<file path="config.mk">
export PLATFORM = sky130hd
export DESIGN_NAME = usart_rx_fifo
export DESIGN_NICKNAME = d
export VERILOG_FILES = /design/src/rtl/usart_rx_fifo.sv
export SDC_FILE = /design/constraint.sdc
export NUM_CORES = 1
export LEC_CHECK = 0
export CORE_MARGIN = 2
export CORE_UTILIZATION = 45
export CTS_BUF_LIST = sky130_fd_sc_hd__clkbuf_8
export CTS_CLUSTER_DIAMETER = 150
export DETAILED_ROUTE_END_ITERATION = 8
export GPL_TIMING_DRIVEN = 0
export SLEW_MARGIN = 20
export SYNTH_ARGS = -nofsm -noshare
export SYNTH_HDL_FRONTEND = slang
export SYNTH_SLANG_ARGS = --single-unit
</file>
<file path="constraint.sdc">
create_clock -name bit_clock_x16 -period 3.28 [get_ports bit_clock_x16]
set_input_delay 0.82 -clock bit_clock_x16 [delete_from_list [all_inputs] [get_ports bit_clock_x16]]
set_output_delay 0.82 -clock bit_clock_x16 [all_outputs]
set_load 0.05 [all_outputs]
</file>
<file path="src/rtl/usart_rx_fifo.sv">
// UART receiver with 16x oversampling, majority-vote sampling, false-start rejection
// and a first-word-fall-through receive FIFO carrying per-word frame/parity status.
module usart_rx_fifo #(
  parameter int DATA_BITS  = 8,
  parameter int PARITY     = 0,
  parameter int STOP_BITS  = 1,
  parameter int FIFO_DEPTH = 4
) (
  input  logic                 bit_clock_x16,
  input  logic                 reset_n,
  input  logic                 rx_pin,
  output logic [DATA_BITS-1:0] data_out,
  output logic                 frame_error,
  output logic                 parity_error,
  output logic                 available,
  input  logic                 acknowledge,
  output logic                 overrun,
  input  logic                 clear_overrun
);

  localparam int AW  = $clog2(FIFO_DEPTH);
  localparam int PW  = AW + 1;
  localparam int BCW = $clog2(DATA_BITS);
  localparam int EW  = DATA_BITS + 2;

  typedef enum logic [2:0] {
    S_IDLE, S_START, S_DATA, S_PARITY, S_STOP, S_WAIT_HIGH
  } state_t;

  state_t               state_q, state_d;
  logic                 sync1_q, sync2_q;
  logic [1:0]           hist_q;
  logic [3:0]           os_cnt_q, os_cnt_d;
  logic [BCW-1:0]       bit_cnt_q, bit_cnt_d;
  logic [DATA_BITS-1:0] shift_q, shift_d;
  logic                 par_bit_q, par_bit_d;
  logic                 ferr_q, ferr_d;
  logic                 stop_cnt_q, stop_cnt_d;
  logic [PW-1:0]        wr_ptr_q, wr_ptr_d, rd_ptr_q, rd_ptr_d;
  logic [EW-1:0]        head_q, head_d;
  logic                 avail_q, avail_d;
  logic                 overrun_q, overrun_d;
  logic [EW-1:0]        mem_q [FIFO_DEPTH];

  logic          sample, push, pop, full, do_push;
  logic [EW-1:0] entry;

  function automatic logic parity_err(input logic [DATA_BITS-1:0] d, input logic p);
    if (PARITY == 1) return ~(^d ^ p);
    else if (PARITY == 2) return ^d ^ p;
    else return 1'b0;
  endfunction

  assign sample = (sync2_q & hist_q[0]) | (sync2_q & hist_q[1]) | (hist_q[0] & hist_q[1]);

  always_comb begin
    state_d    = state_q;
    os_cnt_d   = os_cnt_q + 4'd1;
    bit_cnt_d  = bit_cnt_q;
    shift_d    = shift_q;
    par_bit_d  = par_bit_q;
    ferr_d     = ferr_q;
    stop_cnt_d = stop_cnt_q;
    push       = 1'b0;
    entry      = {parity_err(shift_q, par_bit_q), ferr_q | ~sample, shift_q};
    case (state_q)
      S_IDLE: begin
        os_cnt_d   = 4'd0;
        bit_cnt_d  = '0;
        ferr_d     = 1'b0;
        stop_cnt_d = 1'b0;
        if (!sync2_q) state_d = S_START;
      end
      S_START: begin
        if (os_cnt_q == 4'd7) begin
          if (sample) state_d = S_IDLE;
          else begin
            os_cnt_d = 4'd0;
            state_d  = S_DATA;
          end
        end
      end
      S_DATA: begin
        if (os_cnt_q == 4'd15) begin
          shift_d   = {sample, shift_q[DATA_BITS-1:1]};
          bit_cnt_d = bit_cnt_q + 1'b1;
          if (bit_cnt_q == BCW'(DATA_BITS - 1))
            state_d = (PARITY != 0) ? S_PARITY : S_STOP;
        end
      end
      S_PARITY: begin
        if (os_cnt_q == 4'd15) begin
          par_bit_d = sample;
          state_d   = S_STOP;
        end
      end
      S_STOP: begin
        if (os_cnt_q == 4'd15) begin
          ferr_d = ferr_q | ~sample;
          if (STOP_BITS == 2 && !stop_cnt_q) stop_cnt_d = 1'b1;
          else begin
            push    = 1'b1;
            state_d = sample ? S_IDLE : S_WAIT_HIGH;
          end
        end
      end
      S_WAIT_HIGH: begin
        os_cnt_d = 4'd0;
        if (sync2_q) state_d = S_IDLE;
      end
      default: state_d = S_IDLE;
    endcase
  end

  // Outputs are registered from the head as it stands after this edge's pop;
  // a word pushed on this edge therefore appears one edge later.
  always_comb begin
    pop       = acknowledge & avail_q;
    full      = (wr_ptr_q[AW] != rd_ptr_q[AW]) && (wr_ptr_q[AW-1:0] == rd_ptr_q[AW-1:0]);
    do_push   = push & (~full | pop);
    wr_ptr_d  = wr_ptr_q + PW'(do_push);
    rd_ptr_d  = rd_ptr_q + PW'(pop);
    overrun_d = (push & full & ~pop) | (overrun_q & ~clear_overrun);
    head_d    = '0;
    avail_d   = 1'b0;
    if (rd_ptr_d != wr_ptr_q) begin
      head_d  = mem_q[rd_ptr_d[AW-1:0]];
      avail_d = 1'b1;
    end
  end

  always_ff @(posedge bit_clock_x16 or negedge reset_n) begin
    if (!reset_n) begin
      sync1_q    <= 1'b1;
      sync2_q    <= 1'b1;
      hist_q     <= 2'b11;
      state_q    <= S_IDLE;
      os_cnt_q   <= 4'd0;
      bit_cnt_q  <= '0;
      shift_q    <= '0;
      par_bit_q  <= 1'b0;
      ferr_q     <= 1'b0;
      stop_cnt_q <= 1'b0;
      wr_ptr_q   <= '0;
      rd_ptr_q   <= '0;
      head_q     <= '0;
      avail_q    <= 1'b0;
      overrun_q  <= 1'b0;
    end else begin
      sync1_q    <= rx_pin;
      sync2_q    <= sync1_q;
      hist_q     <= {hist_q[0], sync2_q};
      state_q    <= state_d;
      os_cnt_q   <= os_cnt_d;
      bit_cnt_q  <= bit_cnt_d;
      shift_q    <= shift_d;
      par_bit_q  <= par_bit_d;
      ferr_q     <= ferr_d;
      stop_cnt_q <= stop_cnt_d;
      wr_ptr_q   <= wr_ptr_d;
      rd_ptr_q   <= rd_ptr_d;
      head_q     <= head_d;
      avail_q    <= avail_d;
      overrun_q  <= overrun_d;
    end
  end

  always_ff @(posedge bit_clock_x16) begin
    if (do_push) mem_q[wr_ptr_q[AW-1:0]] <= entry;
  end

  assign data_out     = head_q[DATA_BITS-1:0];
  assign frame_error  = head_q[DATA_BITS];
  assign parity_error = head_q[DATA_BITS+1];
  assign available    = avail_q;
  assign overrun      = overrun_q;

endmodule

</file>
# Word level (Yosys, flattened, before mapping)
# Memories as Yosys holds them, arrays and structs flattened.
# Index checks and enable logic that the tools add are counted.
# Widths: inputs -> output; s select.
[totals]
regBits = 41
latch_bits = 0
ramBits = 36
rom_bits = 0
input_bits = 5
word_cells = 85
mem_count = 1
[op_classes]
addsub = 4
n_mul = 0
n_div = 0
n_lt_le_gt_ge = 0
n_eq_ne = 18
shift = 0
muxes = 23
bitwise = 17
n_reduce_logical = 9
[memory_table]
columns = ["memory", "depth", "width", "rd", "rd_clocked_by_memory_dff", "wr", "line", "rtl"]
rows = [
  ["mem_q", 4, 9, 1, 0, 1, "43", "logic [EW-1:0] mem_q [FIFO_DEPTH];"],
]
[op_table]
columns = ["cell", "n"]
rows = [
  ["$mux 3", 9],
  ["$pmux 3 s6", 1],
  ["$ne 2x2->1 const B", 7],
  ["$mux 10", 1],
  ["$eq 3x3->1 const B", 3],
  ["$and 1x1->1", 8],
  ["$mux 4", 2],
  ["$pmux 4 s2", 1],
  ["$reduce_and 7->1", 1],
  ["$add 3x1->3", 2],
  ["$eq 3x2->1 const B", 2],
  ["$mux 1", 6],
  ["$pmux 3 s2", 1],
  ["$reduce_and 2->1", 3],
  ["$or 1x1->1", 5],
  ["$add 4x1->4 const B", 1],
  ["$eq 4x3->1 const B", 1],
  ["$eq 4x4->1 const B", 1],
  ["$not 1->1", 4],
  ["$reduce_bool 2->1", 2],
  ["$add 3x1->3 const B", 1],
  ["$eq 3x1->1 const B", 1],
  ["$logic_not 3->1", 1],
  ["$ne 3x3->1", 1],
  ["6 further kinds", 6],
]

# Longest topological paths before layout
# Gate-level depths: netlist of run 1.
[depth]
word_depth = 7
depth_mapped = 8

# Worst setup path after synthesis of run 1
# No wires, ideal clock.
[synth_path]
path_kind = "input to register"
start = "input port acknowledge"
end = "register head_q[0]"
setup_time_ns = 0.139
arrival_time_ns = 2.462
required_time_ns = 3.141
path_slack_ns = 0.678
path_stages = 8
path_buffers = 1
path_cell_list = "and2_1 > ha_1 > ha_1 > clkbuf_1 > xnor2_1 > nand2_1 > nor3b_2 > nor2b_1"
[synth_between]
elab_chain_len = 4
[synth_lines]
columns = ["item", "line", "rtl"]
rows = [
  ["start: declaration", "16", "input logic acknowledge,"],
  ["$and 1x1->1 (*)", "118", "pop = acknowledge & avail_q;"],
  ["$add 3x1->3 (*)", "122", "rd_ptr_d = rd_ptr_q + PW'(pop);"],
  ["via rd_ptr_d[1]", "39", "logic [PW-1:0] wr_ptr_q, wr_ptr_d, rd_ptr_q, rd_ptr_d;"],
  ["$mem_v2 4x9 / $ne 3x3->1 (equally long branches)", "--", ""],
  ["$mux 10 (*)", "126", "if (rd_ptr_d != wr_ptr_q) begin"],
  ["via head_d[0]", "40", "logic [EW-1:0] head_q, head_d;"],
  ["end signal: assignment", "146", "head_q <= '0;"],
  ["end signal: assignment", "162", "head_q <= head_d;"],
  ["end: declaration", "40", ""],
]
# Mark *: on every way through the listed nets, which the timed path passes. The rest lies on a longest branch.
# A chain may end at the register's enable or synchronous reset.

# Worst setup path in the final report of run 1
[layout_path]
start = "input port acknowledge"
end = "register head_q[6]"
# The elaborated chain is that of the path after synthesis.

==> flow_summary.yaml, run 1 <==
worst_setup_path:
  path_class: "in -> reg"
  path_max_fanout: 11
  startpoint_type: "input pin"
  crit_required_ns: 3.48
  cp_data_arrival_time_ns: 3.12
  cp-end-kind: "register"
clock_network:
  cts.sinks: 76
  clk_pin_slew_ns: 0.07
  post_cts.repair.setup_buffers: 0
  hold_buffers: 0
  clockBufferDepth: 2
  numCtsBuffers: 9
  clock-root-buffer: "clkbuf_8"
  cts_tree: "built"
  cts_resized: 0
  h-tree-depth: 3
  clock_latency_ns: 0.34
route:
  ant_nets: 0
  drc: 0
  avgViaCountPerCell: 5.36
  vias: 1602
  wl_per_cell_um: 15.8
  drt_iter0_drc: 80
  dr.pass1.iters: 4
  drt-total-wl_um: 4740
placement:
  place_hpwl_um: 3290
  io_buffers: 15
  place.gp.congestion: 0.898
  placed_cells: 284
  post-place-ws_ns: -0.279
final_layout:
  nNetsFinal: 229
  diodes: 0
  fin_cells: 299
  drive_above_1_share: 0.230
  layout_common_cells: "dfrtp_1, edfxtp_1, clkdlybuf4s50_1, nor2b_1"
  syn_to_final_growth_pct: 16.4
timing:
  hold_viol_final: 0
  fin_crit_ns: 2.93
  timing.slew.headroom: 0.475
  setup_viol: 0
  clock_skew_ns: 0.00567
  rsz0062_at_grt: "false"
  worst_pin_slew_ns: 0.783
  fin_setup_tns_ns: 0
  period_share: 0.892
  fmax_ghz: 0.342
  setup_slack_ns: 0.354
  maxSlewViolCount: 0
global_route:
  gr-usage-all-layers: 0.149
  grt_pass1_wl_um: 7980
  antenna_found_initial: 0
  grt_overflow: 0
  grt_max_degree: 27
  grt_pass1_vias: 1674
synth:
  ys.warnings.count: 0
  synthAdderAreaFrac: 0.0323
  synthMuxAreaShare: 0.105
  seq_area_frac_synth: 0.690
  synth_xor_area_frac: 0.0261
  synth_ff_type: "edfxtp_1"
  netlist_instances: 189
  synth-simple-area-share: 0.0906
  synthesis.nets: 201
  synth_edf_count: 36
  synth-compound-area-share: 0.0323
  synth_seq_cells: 76
  async_flop_share: 0.526
  synth_cell_types: 42
  netlist_area_mm2: 0.00303
  synth_top_family_by_area: "multiplexers"
  syn_area_per_cell_um2: 16.0
floorplan:
  rows: 29
  core_mm2: 0.00642
  die_x_um: 86.0
  die_h_um: 86.0
  start_util: 0.471
  io_pins: 17
  die_area_mm2: 0.00740
power_and_ir_drop:
  p_per_area_mw_per_mm2: 768
  p_leak_nw: 1.46
  p_total_w: 0.00270
  ir_worst_vdd_uv: 280
run:
  cap_violations: 0
worst_hold_path:
  hold_path.class: "reg -> reg"
outcome:
  run_status: "complete, no violations"
==> area by class of cell <==
type                    count  area [um2]
clock buffers               9         124
fillers                   513        2900
plain buffers               6        38.8
flip-flops and latches     76        2090
repair buffers             18         180
inverters                   7        26.3
multi-input cells          99         885
well taps                  77        96.3
clock inverters             7        85.1
==> cells in the mapped netlist (2+ instances only) <==
master / n / share of area
ha_1: 7 / 0.029
inv_1: 6 / 0.0074
a211o_1: 2 / 0.0058
o21ai_0: 4 / 0.0066
nor3b_1: 3 / 0.0074
edfxtp_1: 36 / 0.36
dfstp_2: 4 / 0.035
nand2_1: 4 / 0.0050
nor2b_1: 12 / 0.025
dfrtp_1: 36 / 0.30
mux4_2: 9 / 0.067
nor2_1: 8 / 0.0099
buf_2: 4 / 0.0066
xor2_1: 5 / 0.014
and3_1: 2 / 0.0041
nand3_1: 6 / 0.0099
mux2_2: 8 / 0.030
or3_1: 2 / 0.0041
nor3_1: 4 / 0.0066
o21a_1: 2 / 0.0050
xnor2_1: 4 / 0.012
==> where the power goes <==
part	total [W]	internal, W	switching [W]
Combinational	0.000819	0.000357	0.000461
Sequential	0.00114	0.00109	0.0000525
Clock	0.000743	0.000420	0.000323
==> routing by layer <==
| layer | vias up | track usage | share of wire |
|---|---|---|---|
| met5 | - | 0 | 0 |
| met1 | 826 | 0.175 | 0.44 |
| met4 | 0 | 0.0909 | 0.026 |
| met2 | 21 | 0.245 | 0.51 |
| li1 | 746 | - | - |
| met3 | 9 | 0.0375 | 0.025 |
==> kinds of logic after synthesis <==
family / count (synthesis)
muxes: 19
adders and majority gates: 8
and+or+nand+nor: 48
DFF: 76
AOI/OAI and AO/OA: 14
xor gates and xnor gates: 9
other: 1
buffers and inverters: 14
==> registers in the layout, summed over array words and instances, names as in the netlist <==
register   count
available      1
bit_cnt_q      3
ferr_q         1
head_q         9
hist_q         2
mem_q         36
os_cnt_q       4
overrun        1
rd_ptr_q       3
shift_q        8
state_q        3
sync1_q        1
sync2_q        1
wr_ptr_q       3
==> metrics by stage <==
stage	cell area, um2	hold slack, ns	util
2_1_floorplan	3030	0.345	-
3_3_place_gp	3270	0.348	0.509
3_5_place_dp	3320	0.349	0.516
4_1_cts	3530	0.360	0.549
5_1_grt	3520	0.369	0.548
6_report	3520	0.359	0.548
==> final timing paths <==
check	cells past startpoint	slack (ns)	endpoint	start
setup / recovery	8	0.35	head_q[6]$_DFF_PN0_	acknowledge
hold / removal	0	0.36	sync2_q$_DFF_PN1_	sync1_q$_DFF_PN1_
setup reg to reg	7	0.86	head_q[6]$_DFF_PN0_	available$_DFF_PN0_
hold reg to reg	0	0.36	sync2_q$_DFF_PN1_	sync1_q$_DFF_PN1_
max in group asynchronous	2	2.35	hist_q[1]$_DFF_PN1_	reset_n
min in group asynchronous	1	0.39	wr_ptr_q[2]$_DFF_PN0_	reset_n
==> critical path, stage by stage <==
cell and delay [ns]:
clkdlybuf4s50_1 0.39, and2_1 0.17, ha_1 0.18, ha_1 0.60, xnor2_1 0.17, nand2_1 0.08
nor3b_2 0.58, nor2b_1 0.13
(Power assumes the default switching activity.)
==> run 2: changes to the inputs <==
- CORE_ASPECT_RATIO: unset -> 1.75
==> flow_summary.yaml, run 2 (synthesis results as in run 1) <==
route:
  drc: 0
  vias: 1593
  drt-total-wl_um: 5240
  wl_per_cell_um: 17.2
  avgViaCountPerCell: 5.22
  ant_nets: 0
  drt_iter0_drc: 42
  dr.pass1.iters: 4
clock_network:
  numCtsBuffers: 9
  cts_tree: "built"
  clockBufferDepth: 2
  cts.sinks: 76
  h-tree-depth: 3
  clock_latency_ns: 0.34
  clk_pin_slew_ns: 0.07
  clock-root-buffer: "clkbuf_8"
  cts_resized: 0
floorplan:
  die_h_um: 112
  die_area_mm2: 0.00742
  rows: 39
  core_mm2: 0.00654
  io_pins: 17
  start_util: 0.463
  die_x_um: 66.0
worst_setup_path:
  path_max_fanout: 11
  crit_required_ns: 3.48
  path_cells: "clkdlybuf4s50_1 -> and2_1 -> ha_1 -> ha_1 -> xnor2_1 -> nand2_1 -> nor3b_2 -> nor2b_1"
  cp_slowest_stage_delay_ns: 0.65
  cp_data_arrival_time_ns: 3.19
  crit_top_cell: "ha_1"
  timing.rr.start: "available$_DFF_PN0_"
  startpoint: "acknowledge"
  startpoint_type: "input pin"
  cp-end-kind: "register"
  path_class: "in -> reg"
  crit_slowest_cell: "ha_1"
placement:
  placed_cells: 290
  place_hpwl_um: 3730
  place.gp.congestion: 0.717
  placed_cell_area_mm2: 0.00333
  io_buffers: 15
power_and_ir_drop:
  p_per_area_mw_per_mm2: 740
  ir_worst_vdd_uv: 386
  p_total_w: 0.00259
  p_leak_nw: 1.45
final_layout:
  diodes: 0
  syn_to_final_growth_pct: 15.7
  largest_reg_flops: 36
  drive_above_1_share: 0.229
  fin_area_mm2: 0.00350
  nNetsFinal: 230
  fill_cells: 569
  fin_cells: 305
  layout_common_cells: "dfrtp_1, edfxtp_1, clkdlybuf4s50_1, nor2b_1, clkbuf_8"
global_route:
  grt_pass1_vias: 1718
  grt_max_degree: 29
  grt_overflow: 0
  gr-usage-all-layers: 0.164
  grt_pass1_wl_um: 8580
  antenna_found_initial: 0
timing:
  worst_pin_slew_ns: 0.671
  fmax_ghz: 0.335
  timing.slew.headroom: 0.541
  fin_crit_ns: 2.98
  hold_viol_final: 0
  period_share: 0.910
  maxSlewViolCount: 0
  clock_skew_ns: 0.00657
  setup_viol: 0
  rsz0062_at_grt: "false"
run:
  cap_violations: 0
worst_hold_path:
  hold_path.class: "reg -> reg"
  min_from: "sync1_q$_DFF_PN1_"
outcome:
  run_status: "complete, no violations"
==> run 2: changes by cell type in the layout (fill, tap and decap cells not counted), sizes merged <==
| cell | previous run | this run |
|---|---|---|
| clkbuf | 9 | 11 |
| buf | 10 | 11 |
| clkinvlp | 0 | 1 |
| bufinv | 2 | 0 |
| clkinv | 2 | 0 |
| inv | 10 | 11 |
==> run 2: timing repair <==
action                     in CTS  in global routing
setup endpoints to repair       0                 10
hold buffers                    0                  0
hold endpoints to repair        0                  0
setup buffers                   0                  0
==> run 2: area by class of cell <==
cell class / instances / area [um2] / area share
inverters: 7 / 26.3 / 0.00751
well taps: 82 / 103 / 0.0293
multi-input cells: 99 / 885 / 0.253
flip-flops and latches: 76 / 2090 / 0.596
repair buffers: 19 / 188 / 0.0536
plain buffers: 6 / 38.8 / 0.0111
clock inverters: 5 / 22.5 / 0.00643
clock buffers: 11 / 151 / 0.0432
==> run 2: report_power, final <==
group          internal [W]  switching (W)
Combinational      0.000358       0.000480
Clock              0.000305       0.000304
Sequential          0.00109      0.0000541
==> run 2: final timing paths <==
check / end / slack (ns) / cells past startpoint
max: head_q[3]$_DFF_PN0_ / 0.30 / 8
min: sync2_q$_DFF_PN1_ / 0.36 / 0
max reg2reg: head_q[3]$_DFF_PN0_ / 0.83 / 7
min reg2reg: sync2_q$_DFF_PN1_ / 0.36 / 0
max in group asynchronous: hist_q[0]$_DFF_PN1_ / 2.38 / 2
min in group asynchronous: available$_DFF_PN0_ / 0.37 / 1
==> run 2: per-stage QoR <==
stage | hold WS [ns] | util | setup TNS, ns | setup slack [ns]
after detailed placement | 0.354 | 0.509 | -3.39 | -0.354
final | 0.363 | 0.535 | 0 | 0.296
after global placement | 0.348 | 0.501 | -7.90 | -0.327
after CTS | 0.355 | 0.536 | 0 | 0.0186
after global routing | 0.363 | 0.535 | 0 | 0.117
after floorplan | 0.345 | - | 0 | 0.678
==> run 2: critical path: cells and delay by family <==
family	cells	cell delay, ns
buffers and inverters	1	0.41
AND/OR/NAND/NOR	4	0.94
XOR/XNOR	1	0.18
adder cells (fa/ha/maj)	2	0.84
==> run 2: per-layer routing <==
| layer | vias up | GRT usage | share of wire |
|---|---|---|---|
| li1 | 748 | - | - |
| met3 | 18 | 0.0491 | 0.039 |
| met5 | - | 0 | 0 |
| met4 | 0 | 0.0939 | 0.044 |
| met1 | 794 | 0.168 | 0.36 |
| met2 | 33 | 0.287 | 0.55 |
==> run 3: changes to the inputs <==
- clock period: 3.28 -> 3.1 ns (I/O delays scaled with it)
==> flow_summary.yaml, run 3 (synthesis results as in run 1) <==
timing:
  fmax_ghz: 0.358
  worst_pin_slew_ns: 0.671
  clock_skew_ns: 0.00711
  timing.slew.headroom: 0.541
  period_share: 0.902
  rsz0062_at_grt: "false"
  whs_ns: 0.319
  setup_viol: 0
  fin_crit_ns: 2.80
  hold_viol_final: 0
  maxSlewViolCount: 0
global_route:
  grt_max_degree: 29
  grt_overflow: 0
  grt_pass1_vias: 1726
  gr-usage-all-layers: 0.163
  antenna_found_initial: 0
  grt_pass1_wl_um: 8580
outcome:
  run_status: "complete, no violations"
route:
  dr.pass1.iters: 4
  drt-total-wl_um: 5210
  ant_nets: 0
  route.met2.wl_um: 2880
  met3_length_um: 196
  avgViaCountPerCell: 5.27
  drt_iter0_drc: 49
  wl_per_cell_um: 17.1
  vias: 1606
  highest_layer: "met4"
  wl_met1_um: 1900
  drc: 0
clock_network:
  hold_buffers: 0
  h-tree-depth: 3
  cts_tree: "built"
  clock-root-buffer: "clkbuf_8"
  numCtsBuffers: 9
  clock_latency_ns: 0.34
  clockBufferDepth: 2
  post_cts.repair.setup_buffers: 0
  clk_pin_slew_ns: 0.07
  cts.sinks: 76
power_and_ir_drop:
  ir_worst_vdd_uv: 408
  p_total_w: 0.00275
  p_leak_nw: 1.45
  p_per_area_mw_per_mm2: 785
placement:
  place_hpwl_um: 3730
  place.gp.congestion: 0.717
  io_buffers: 15
  placed_cell_area_mm2: 0.00333
worst_setup_path:
  startpoint_type: "input pin"
  crit_required_ns: 3.31
  cp-end-kind: "register"
  path_class: "in -> reg"
  path_max_fanout: 11
  cp_data_arrival_time_ns: 3.01
final_layout:
  largest_reg_flops: 36
  drive_above_1_share: 0.229
  layout_common_cells: "dfrtp_1, edfxtp_1, clkdlybuf4s50_1, nor2b_1, clkbuf_8"
  diodes: 0
  fill_cells: 568
  fin_area_mm2: 0.00351
  nNetsFinal: 230
  syn_to_final_growth_pct: 15.9
floorplan:
  io_pins: 17
  start_util: 0.463
  die_x_um: 66.0
  die_h_um: 112
  rows: 39
  core_mm2: 0.00654
  die_area_mm2: 0.00742
run:
  cap_violations: 0
worst_hold_path:
  hold_path.class: "in -> async"
-- run 3: cell types whose count changed in the layout (fill, tap and decap cells not counted) --
cell / previous run / this run
nor3b_4: 0 / 1
nor3b_2: 3 / 2
-- run 3: through the flow --
stage	worst slack [ns]	util	setup TNS (ns)	std cells
floorplan	0.543	-	0	189
global placement	-0.462	0.501	-12.90	286
detailed placement	-0.489	0.509	-4.74	290
CTS	0.119	0.535	0	305
global route	0.153	0.536	0	305
finish	0.303	0.536	0	305
-- run 3: final timing paths --
path	to	cells after the start	startpoint	slack (ns)
max	head_q[3]$_DFF_PN0_	8	acknowledge	0.30
min	available$_DFF_PN0_	1	reset_n	0.32
max reg2reg	head_q[3]$_DFF_PN0_	7	available$_DFF_PN0_	0.80
min reg2reg	sync2_q$_DFF_PN1_	0	sync1_q$_DFF_PN1_	0.36
max in group asynchronous	hist_q[0]$_DFF_PN1_	2	reset_n	2.25
min in group bit_clock_x16	sync2_q$_DFF_PN1_	0	sync1_q$_DFF_PN1_	0.36
-- run 3: layout make-up --
cell class	instances	area, um2	area share
flip-flops and latches	76	2090	0.595
multi-input cells	99	891	0.254
repair buffers	19	188	0.0535
clock buffers	11	151	0.0432
well taps	82	103	0.0293
plain buffers	6	38.8	0.0111
inverters	7	26.3	0.00749
clock inverters	5	22.5	0.00642
-- run 3: worst max-delay path, cell delays in order --
cell and delay [ns]:
clkdlybuf4s50_1 0.41, and2_1 0.18, ha_1 0.19, ha_1 0.63, xnor2_1 0.18, nand2_1 0.10, nor3b_4 0.44, nor2b_1 0.10
-- run 3: power by group --
group	internal, W	switching (W)	leakage (nW)
Sequential	0.00115	0.0000571	0.858
Combinational	0.000388	0.000511	0.495
Clock	0.000323	0.000322	0.101
-- run 3: what timing repair did --
item                       in CTS  in global routing
cloned                          0                  0
resized for setup               0                  1
setup endpoints to repair      10                  1
-- run 3: per-layer routing --
metal | vias to the layer above | GRT usage
li1 | 750 | -
met1 | 805 | 0.168
met2 | 33 | 0.284
met3 | 18 | 0.0491
met4 | 0 | 0.0939
met5 | - | 0
